File: config.mk
export PLATFORM = sky130hd
export DESIGN_NAME = rv32i_instr_decoder
export DESIGN_NICKNAME = d
export VERILOG_FILES = /design/src/rtl/rv32i_pkg.sv /design/src/rtl/rv32i_imm_gen.sv /design/src/rtl/rv32i_instr_decoder.sv
export SDC_FILE = /design/constraint.sdc
export NUM_CORES = 1
export LEC_CHECK = 0
export BUFFER_PORTS_ARGS = -buffer_cell sky130_fd_sc_hd__buf_2
export CAP_MARGIN = 30
export CORE_ASPECT_RATIO = 1.1
export CORE_MARGIN = 4
export CORE_UTILIZATION = 46
export CTS_BUF_LIST = sky130_fd_sc_hd__clkbuf_4
export CTS_CLUSTER_SIZE = 28
export DETAILED_ROUTE_END_ITERATION = 10
export PLACE_DENSITY = 0.84
export SYNTH_ARGS = -nofsm -noshare
export SYNTH_HDL_FRONTEND = slang
export SYNTH_HIERARCHICAL = 1
export SYNTH_SLANG_ARGS = --single-unit
File: constraint.sdc
create_clock -name clk -period 3.18 [get_ports clk]
set_input_delay 0.318 -clock clk [delete_from_list [all_inputs] [get_ports clk]]
set_output_delay 0.318 -clock clk [all_outputs]
set_load 0.01 [all_outputs]
File: src/rtl/rv32i_pkg.sv
// Shared RV32I decode definitions: opcodes, shift func3 codes, bundles.
package rv32i_pkg;

    localparam logic [6:0] OPC_LUI    = 7'b0110111;
    localparam logic [6:0] OPC_AUIPC  = 7'b0010111;
    localparam logic [6:0] OPC_JAL    = 7'b1101111;
    localparam logic [6:0] OPC_JALR   = 7'b1100111;
    localparam logic [6:0] OPC_BRANCH = 7'b1100011;
    localparam logic [6:0] OPC_LOAD   = 7'b0000011;
    localparam logic [6:0] OPC_STORE  = 7'b0100011;
    localparam logic [6:0] OPC_OPIMM  = 7'b0010011;
    localparam logic [6:0] OPC_OP     = 7'b0110011;

    localparam logic [2:0] F3_SLL     = 3'b001;
    localparam logic [2:0] F3_SRL_SRA = 3'b101;

    typedef struct packed {
        logic [31:0] i;
        logic [31:0] s;
        logic [31:0] b;
        logic [31:0] j;
        logic [31:0] u;
    } imm_t;

    typedef struct packed {
        logic        is_store;
        logic        is_load;
        logic        is_branch;
        logic        is_jump;
        logic        is_reg;
        logic        is_alu;
        logic [31:0] op_a;
        logic [31:0] op_b;
        logic [31:0] br_dest;
        logic [4:0]  dest;
        logic [2:0]  func3;
        logic        func7;
    } dec_t;

endpackage

File: src/rtl/rv32i_imm_gen.sv
// Combinational RV32I immediate extraction, sign-extended from instr[31].
module rv32i_imm_gen
    import rv32i_pkg::*;
(
    input  logic [31:7] instr_i,
    output imm_t        imm_o
);

    logic sgn;
    assign sgn = instr_i[31];

    assign imm_o.i = {{20{sgn}}, instr_i[31:20]};
    assign imm_o.s = {{20{sgn}}, instr_i[31:25], instr_i[11:7]};
    assign imm_o.b = {{19{sgn}}, sgn, instr_i[7], instr_i[30:25],
                      instr_i[11:8], 1'b0};
    assign imm_o.j = {{11{sgn}}, sgn, instr_i[19:12], instr_i[20],
                      instr_i[30:21], 1'b0};
    assign imm_o.u = {instr_i[31:12], 12'b0};

endmodule

File: src/rtl/rv32i_instr_decoder.sv
// RV32I decode stage: one-cycle registered decode of class flags and operands.
// Optional LUI/AUIPC decode is enabled by defining UPPER_IMM_EN.
module rv32i_instr_decoder
    import rv32i_pkg::*;
#(
    parameter int XLEN = 32
) (
    input  logic            clk,
    input  logic            reset,
    input  logic [31:0]     instr,
    input  logic [XLEN-1:0] rdata1,
    input  logic [XLEN-1:0] rdata2,
    output logic [4:0]      raddr1,
    output logic [4:0]      raddr2,
    output logic            is_store,
    output logic            is_load,
    output logic            is_branch,
    output logic            is_jump,
    output logic            is_reg,
    output logic            is_alu,
    output logic [XLEN-1:0] operand_a,
    output logic [XLEN-1:0] operand_b,
    output logic [XLEN-1:0] branch_dest,
    output logic [4:0]      dest,
    output logic [2:0]      func3,
    output logic            func7
);

    imm_t imm;
    dec_t dec_d, dec_q;

    logic [6:0] opc;
    logic [4:0] rd;
    logic [2:0] f3;
    logic       is_shift;

    rv32i_imm_gen u_imm_gen (
        .instr_i (instr[31:7]),
        .imm_o   (imm)
    );

    // Read addresses must not leak an undefined instr into the file during reset.
    assign raddr1 = reset ? 5'd0 : instr[19:15];
    assign raddr2 = reset ? 5'd0 : instr[24:20];

    assign opc      = instr[6:0];
    assign rd       = instr[11:7];
    assign f3       = instr[14:12];
    assign is_shift = (f3 == F3_SLL) || (f3 == F3_SRL_SRA);

`ifndef UPPER_IMM_EN
    logic unused_u;
    assign unused_u = ^imm.u;
`endif

    always_comb begin
        dec_d = '0;
        unique case (opc)
            OPC_JAL: begin
                dec_d.is_jump = 1'b1;
                dec_d.op_a    = imm.j;
                dec_d.br_dest = imm.j;
                dec_d.dest    = rd;
            end
            OPC_JALR: begin
                dec_d.is_jump = 1'b1;
                dec_d.is_reg  = 1'b1;
                dec_d.op_a    = rdata1;
                dec_d.op_b    = imm.i;
                dec_d.dest    = rd;
                dec_d.func3   = f3;
            end
            OPC_BRANCH: begin
                dec_d.is_branch = 1'b1;
                dec_d.op_a      = rdata1;
                dec_d.op_b      = rdata2;
                dec_d.br_dest   = imm.b;
                dec_d.func3     = f3;
            end
            OPC_LOAD: begin
                dec_d.is_load = 1'b1;
                dec_d.op_a    = rdata1;
                dec_d.op_b    = imm.i;
                dec_d.dest    = rd;
                dec_d.func3   = f3;
            end
            OPC_STORE: begin
                dec_d.is_store = 1'b1;
                dec_d.op_a     = rdata1;
                dec_d.op_b     = imm.s;
                dec_d.br_dest  = rdata2;
                dec_d.func3    = f3;
            end
            OPC_OPIMM: begin
                dec_d.is_alu = 1'b1;
                dec_d.op_a   = rdata1;
                dec_d.op_b   = is_shift ? {27'd0, instr[24:20]} : imm.i;
                dec_d.dest   = rd;
                dec_d.func3  = f3;
                dec_d.func7  = is_shift & instr[30];
            end
            OPC_OP: begin
                dec_d.is_alu = 1'b1;
                dec_d.op_a   = rdata1;
                dec_d.op_b   = rdata2;
                dec_d.dest   = rd;
                dec_d.func3  = f3;
                dec_d.func7  = instr[30];
            end
`ifdef UPPER_IMM_EN
            OPC_LUI: begin
                dec_d.is_alu = 1'b1;
                dec_d.op_b   = imm.u;
                dec_d.dest   = rd;
            end
            OPC_AUIPC: begin
                dec_d.is_alu  = 1'b1;
                dec_d.op_b    = imm.u;
                dec_d.br_dest = imm.u;
                dec_d.dest    = rd;
            end
`endif
            default: dec_d = '0;
        endcase
    end

    always_ff @(posedge clk or posedge reset) begin
        if (reset) begin
            dec_q <= '0;
        end else begin
            dec_q <= dec_d;
        end
    end

    assign is_store    = dec_q.is_store;
    assign is_load     = dec_q.is_load;
    assign is_branch   = dec_q.is_branch;
    assign is_jump     = dec_q.is_jump;
    assign is_reg      = dec_q.is_reg;
    assign is_alu      = dec_q.is_alu;
    assign operand_a   = dec_q.op_a;
    assign operand_b   = dec_q.op_b;
    assign branch_dest = dec_q.br_dest;
    assign dest        = dec_q.dest;
    assign func3       = dec_q.func3;
    assign func7       = dec_q.func7;

endmodule

* Yosys cells after proc, flatten, opt, wreduce, memory -nomap -nowiden
Cells that the tools add are included.
** Storage, ports and cells
- Word-level logic and storage cells :: 44
- Output and inout port bits :: 121
- Bits in registers :: 111
** Operators by class
- Reduce and logical (&&, ||, !) cells :: 7
- Mux-type cells :: 15
- Equal/unequal tests :: 9
- Bitwise logic cells :: 1
** Operators by type and width (number)
- 32-bit one-hot mux with 4 select lines :: 1
- 32-bit one-hot mux with 3 select lines :: 1
- 32-bit one-hot mux with 2 select lines :: 1
- 32-bit two-way mux :: 1
- 7-bit equality test (second input constant) :: 3
- 5-bit two-way mux :: 3
- 7-bit by 6-bit equality test with 1-bit output (second input constant) :: 2
- 2-bit OR reduction :: 4
- 7-bit by 2-bit equality test with 1-bit output (second input constant) :: 1
- 7-bit by 5-bit equality test with 1-bit output (second input constant) :: 1
- 1-bit two-way mux :: 6
- 6-bit OR reduction :: 1
- 5-bit OR reduction :: 1
- 3-bit by 1-bit equality test with 1-bit output (second input constant) :: 1
- 3-bit equality test (second input constant) :: 1
- 3-bit two-way mux :: 1
- 1-bit one-hot mux with 2 select lines :: 1
- 1-bit AND :: 1
- 1-bit logical OR :: 1

* Logic depth before layout (Yosys ltp)
Gate-level depths: netlist of run 1.
- Word-level depth :: 4
- Depth in mapped cells :: 6
- Depth with buffers taken out :: 4

* Hierarchy
Netlist of run 1, hierarchy kept.
** Modules (own cells, without submodules)
- rv32i_instr_decoder :: cells each 382, sequential area each 2777.7 um2, area an instance 4629.4 um2, times used 1
- rv32i_imm_gen :: cells each 161, sequential area each 0.0 um2, area an instance 1204.9 um2, times used 1

* Least setup slack after synthesis of run 1
Ideal clock, no wire load.
- Path kind :: input to register
- Start point :: in instr[2]
- End point :: reg dec_q, in the netlist operand_b[0]
- Stages on the path :: 5
- Library setup time :: 66 ps
- Data required time :: 3114 ps
- Buffers on the path :: 1
- Arrival :: 1304 ps
- Path slack :: 1810 ps
- Cell sequence :: nand4bb_1 -> buf_4 -> or3_1 -> nor2_2 -> a221o_1
** RTL lines
- start, declared :: line rv32i_instr_decoder.sv:10 : input logic [31:0] instr,
- end signal, assigned :: line rv32i_instr_decoder.sv:129 : dec_q <= '0;
- end signal, assigned :: line rv32i_instr_decoder.sv:131 : dec_q <= dec_d;
- end, declared :: line rv32i_instr_decoder.sv:30 : dec_t dec_d, dec_q;

==> impl_results.md, run 1 <==
- Layout area overhead: 6.58%
- Measured slew at the worst slew-check pin: just over 0.8 ns
- Total gr overflow: 0
- Slew Limit Fails: 0
- Worst-path cell chain: buf_2 > nand4bb_1 > nor3_4 > buf_4 > a22oi_1 > o21ai_1
- CTS root buf: clkbuf_4
- Clock Pin Slew Worst Setup and Hold Paths: 0.16 ns
- Power Dens Cells: around 410 nW/um^2
- RSZ-0062 raised after global routing: false
- Worst Hold Launch: rdata1[14]
- CTS Sinks: between 100 and 150
- Startpoint Class: input pin
- Critical Path End Type: flip-flop
- # resized after CTS: 0
- Vias in the first global route: roughly 4,000
- Post-route ant nets: 0
- Core area: ~12,000 sq um
- Initial Utilization: about 48%
- IO Pins: approximately 220
- CTS buffer count: 9
- Final min period: ~1.8 ns
- Slew headroom: 45.1%
- Vias post-DR: 3,987
- Initial antenna violation count: 0
- Setup TNS: 0 ns
- CTS tree: done
- H-tree levels: 3
- Hold Crit Depth: 2
- GP Congestion: 0.832
- Final #Nets: 693
- Routed Wire Length: 13,200 um
- IO Port Bufs: 218
- Crit Path Max Fanout: 16
- Final setup viols: 0
- Post-DP HPWL: between 9000 and 10,000 um
- Register area: approximately 2800 sq um
- CP max-delay cell: nor3_4
- VDD IR-drop max: around 0.23 mV
- Worst Hold Class: input pin to flip-flop
- Vias/cell: 5.32
- CP startpoint: instr[2]
- Die width: ~110 um
- Die ar.: about 14,000 sq um
- Layout cells sized above 1: approximately 42%
- Fillers: between 1,000 and 1,500
- DRC Markers: 0
- Wire per inst: ~18 um
- Status: finished clean
- Post-CTS Setup Bufs: 0
- Post-Syn Area: between 5000 and 6000 sq um
- Max-cap violations: 0
- Placement Setup Slack: approximately 0.9 ns
- Drt pass-1 iters: 7
- Fmax: about 560 MHz
- Final Cycle Share: 56.4%
- Die height: ~120 um
- Multi-input logic area: 1440 sq um
- Largest net degree at the start of global routing: 66
- Setup WS post-layout: 1.39 ns
- DRT iter0 DRCs: ~380
- Clk buf depth: 2
- GRT Total Usage: ~18%
- Cts hold-fix bufs: 0
- WP data required: around 3.5 ns
- Ant diodes: 0
- First-pass GRT wire length: 20,100 um
- Worst setup path class: input pin to flip-flop
- Utilization after layout: 51.0%
- Syn avg cell area: around 11 sq um
- Core Rows: a little over 40
- Worst Path Arrival: approximately 2.2 ns
- Yosys warning total: 6
- Critical path's largest stage delay: slightly above 0.7 ns
- Final hold vios: 0
- Synth Instances: 511
- Hold Path End: operand_a[14]
- Pleak: around 3.6 nW
cells in the final DEF, fill, tap and decap left out, drive strengths merged, types with 2 or more instances in the layout:
cell type and instances:
a221o 5, nor2b 17, buf 227, clkbuf 10
clkinv 2, a22o 32, bufinv 2, o21ai 28
a2bb2oi 5, nor2 10, a222oi 32, inv 60
a22oi 27, clkinvlp 3, and2 4, conb 2
dfrtp 111, nor3 4, mux2i 5
final cells by class:
| cell class | count | area share, % |
|---|---|---|
| multi-input cells | 184 | 24.2 |
| flip-flops and latches | 111 | 46.6 |
| inverters | 62 | 3.97 |
| clock inverters | 5 | 1.41 |
| well taps | 150 | 3.15 |
| clock buffers | 10 | 1.26 |
| repair buffers | 227 | 19.4 |
critical path, delay by kind of cell:
kind,cells,cell delay (ns)
AOI/OAI and AO/OA,2,0.22
and+or+nand+nor,2,1.17
buffers and inverters,2,0.43
worst max path at each step:
stage,cells past startpoint,end
after global routing,6,operand_b[13]
final,6,operand_b[8]
after detailed placement,6,operand_b[8]
after CTS,6,operand_b[8]
after global placement,6,operand_b[20]
after floorplan,2,branch_dest[0]
power by group:
part / switching [mW] / internal, mW / total (mW) / leakage [nW]
Clock: 0.433 / 0.326 / 0.759 / 0.0787
Combinational: 0.154 / 0.0961 / 0.250 / 1.97
Sequential: 0.00494 / 1.43 / 1.44 / 1.54
metal layers:
metal	track usage [%]	part of all wire [%]	vias to the layer above
met4	6.99	2.3	0
met3	4.37	9.1	21
met5	0	0	-
met1	22.0	38	1940
met2	31.9	51	211
li1	-	-	1815
per-stage QoR:
stage	std cells	hold slack [ns]	instance area, sq um	total power [mW]
after floorplan	512	0.411	5600	1.68
final	749	0.0811	5960	2.45
after global routing	749	0.0396	5960	2.56
after global placement	734	0.535	5800	1.71
after CTS	749	0.0342	5960	2.48
after detailed placement	734	0.539	5800	1.72
No activity file was read; power rests on OpenSTA's default activity.
==> run 2, diff against run 1 <==
--- a/config.mk
+++ b/config.mk
@@ -9,11 +9,11 @@
 export CAP_MARGIN = 30
 export CORE_ASPECT_RATIO = 1.1
 export CORE_MARGIN = 4
-export CORE_UTILIZATION = 46
+export CORE_UTILIZATION = 50
 export CTS_BUF_LIST = sky130_fd_sc_hd__clkbuf_4
 export CTS_CLUSTER_SIZE = 28
 export DETAILED_ROUTE_END_ITERATION = 10
-export PLACE_DENSITY = 0.84
+export PLACE_DENSITY = 0.87
 export SYNTH_ARGS = -nofsm -noshare
 export SYNTH_HDL_FRONTEND = slang
 export SYNTH_HIERARCHICAL = 1
==> constraint.sdc (replaced) <==
create_clock -name clk -period 1.8 [get_ports clk]
set_input_delay 0.18 -clock clk [delete_from_list [all_inputs] [get_ports clk]]
set_output_delay 0.18 -clock clk [all_outputs]
set_load 0.01 [all_outputs]
==> run 2 against run 1 <==
  * Critical path depth rose by 2
  * Global-route usage rose by 6.3 points
  * Flip-flop and latch count did not move
  * Core utilization rose by 15 points
  * Cell area rose by 20%
  * Critical path type unchanged
==> impl_results.md, run 2 (synthesized netlist as in run 1, its figures left out) <==
- Leading cell types in the layout, fill and taps excluded: buf_2 (218), dfrtp_1 (111), dlygate4sd3_1 (100), inv_1 (60)
- Met3 wire length: roughly 1400 um
- Largest net degree at the start of global routing: 87
- Metal1 wirelength: around 5600 um
- Final Cycle Share: between 90 and 100%
- CTS buffer count: 9
- H-tree levels: 3
- Post-route ant nets: 0
- Most common cell after layout, fill and taps aside: buf_2
- Max-cap violations: 0
- Placement Setup Slack: 0.114 ns
- First-pass GRT wire length: ~25,000 um
- Final setup viols: 0
- GRT Total Usage: about 25%
- DRT iter0 DRCs: around 440
- Core Rows: 40
- Final hold vios: 0
- Status: finished clean
- Measured slew at the worst slew-check pin: roughly 0.54 ns
- DRC Markers: 0
- IO Port Bufs: around 220
- Post-DP HPWL: 9760 um
- DR WL met2: a little under 9000 um
- Slew Limit Fails: 0
- Vias post-DR: 4,561
- Fin Hold WS: about 0.038 ns
- RSZ-0062 raised after global routing: false
- Wire per inst: between 15 and 20 um
- IO Pins: approximately 220
- Power Dens Cells: between 600 and 700 nW/um^2
- Initial antenna violation count: 1
- Dpl cells: 741
- Routed Wire Length: approximately 16,000 um
- VDD IR-drop max: 0.465 mV
- Layout cells sized above 1: a little under two fifths
- Total gr overflow: 0
- Pleak: ~4 nW
- Final min period: between 1.5 and 2 ns
- Die ar.: between 10,000 and 15,000 sq um
- Crit Path Max Fanout: 21
- Final instance count without filler cells: 859
- Core area: about 11,000 sq um
- Setup WS post-layout: roughly 0.061 ns
- CTS Sinks: between 100 and 150
- DR top layer: met4
- CTS tree: done
- Die width: between 100 and 150 um
- Final #Nets: 803
- Worst Hold Class: input pin to flip-flop
- Startpoint Class: input pin
- Worst setup path class: input pin to flip-flop
- Critical Path End Type: flip-flop
- CTS root buf: clkbuf_4
- Fmax: around 580 MHz
- Slew headroom: about 64%
- Drt pass-1 iters: 7
- Clk buf depth: 2
- Vias/cell: around 5.3
- Initial Utilization: roughly half
- Layout area overhead: 27.8%
- GP Congestion: 0.775
- Clock Pin Slew Worst Setup and Hold Paths: roughly 0.16 ns
- Worst Path Arrival: between 2 and 2.5 ns
- Die height: ~120 um
- Vias in the first global route: ~4,900
- WP data required: ~2.2 ns
-- run 2: cell types whose count changed in the layout (fill, tap and decap cells not counted), sizes merged --
cell / change
buf: +10
bufinv: +1
clkinv: +2
clkinvlp: -2
diode: +2
dlygate4sd3: +100
-- run 2: through the flow --
stage	instance area, sq um	total power [mW]	setup TNS (ns)	util (%)
after global placement	5930	3.03	-2.50	54.3
after global routing	7150	4.86	0	65.5
after CTS	7140	4.68	0	65.5
final	7150	4.66	0	65.5
after floorplan	5600	2.98	0	-
after detailed placement	5960	3.05	0	54.6
-- run 2: layout make-up --
cell class              count  area, sq um
diodes                      2         5.00
clock buffers              10         75.1
clock inverters             6          109
fillers                   824         3760
inverters                  62          236
multi-input cells         184         1440
flip-flops and latches    111         2780
well taps                 147          184
repair buffers            337         2320
-- run 2: critical path, cell delays in order --
cell and delay (ns):
buf_2 0.11, buf_4 0.16, nand3b_2 0.30, o21ai_0 0.12, and4_1 0.25, buf_4 0.28
a22o_1 0.18, dlygate4sd3_1 0.54
-- run 2: final timing paths --
check	depth (start not counted)	start	slack (ns)	endpoint
setup / recovery	8	instr[4]	0.06	operand_a[18]
hold / removal	3	rdata2[1]	0.04	branch_dest[1]
max in group asynchronous	4	reset	0.93	operand_b[4]
min in group asynchronous	4	reset	0.58	branch_dest[18]
-- run 2: repair_timing --
item	in CTS	in global routing
setup buffers	0	0
hold endpoints to repair	203	0
gates resized for setup	0	1
hold buffers	100	0
setup endpoints to repair	0	2
-- run 2: power by group --
| part | internal [mW] | switching, mW | total [mW] |
|---|---|---|---|
| combinational | 0.312 | 0.317 | 0.628 |
| sequential | 2.53 | 0.00996 | 2.54 |
| clock | 0.719 | 0.778 | 1.50 |
-- run 2: metal layers --
metal,GRT usage [%],vias to the layer above
li1,-,2044
met1,26.1,2208
met2,45.2,281
met3,6.12,28
met4,10.4,0
met5,0,-
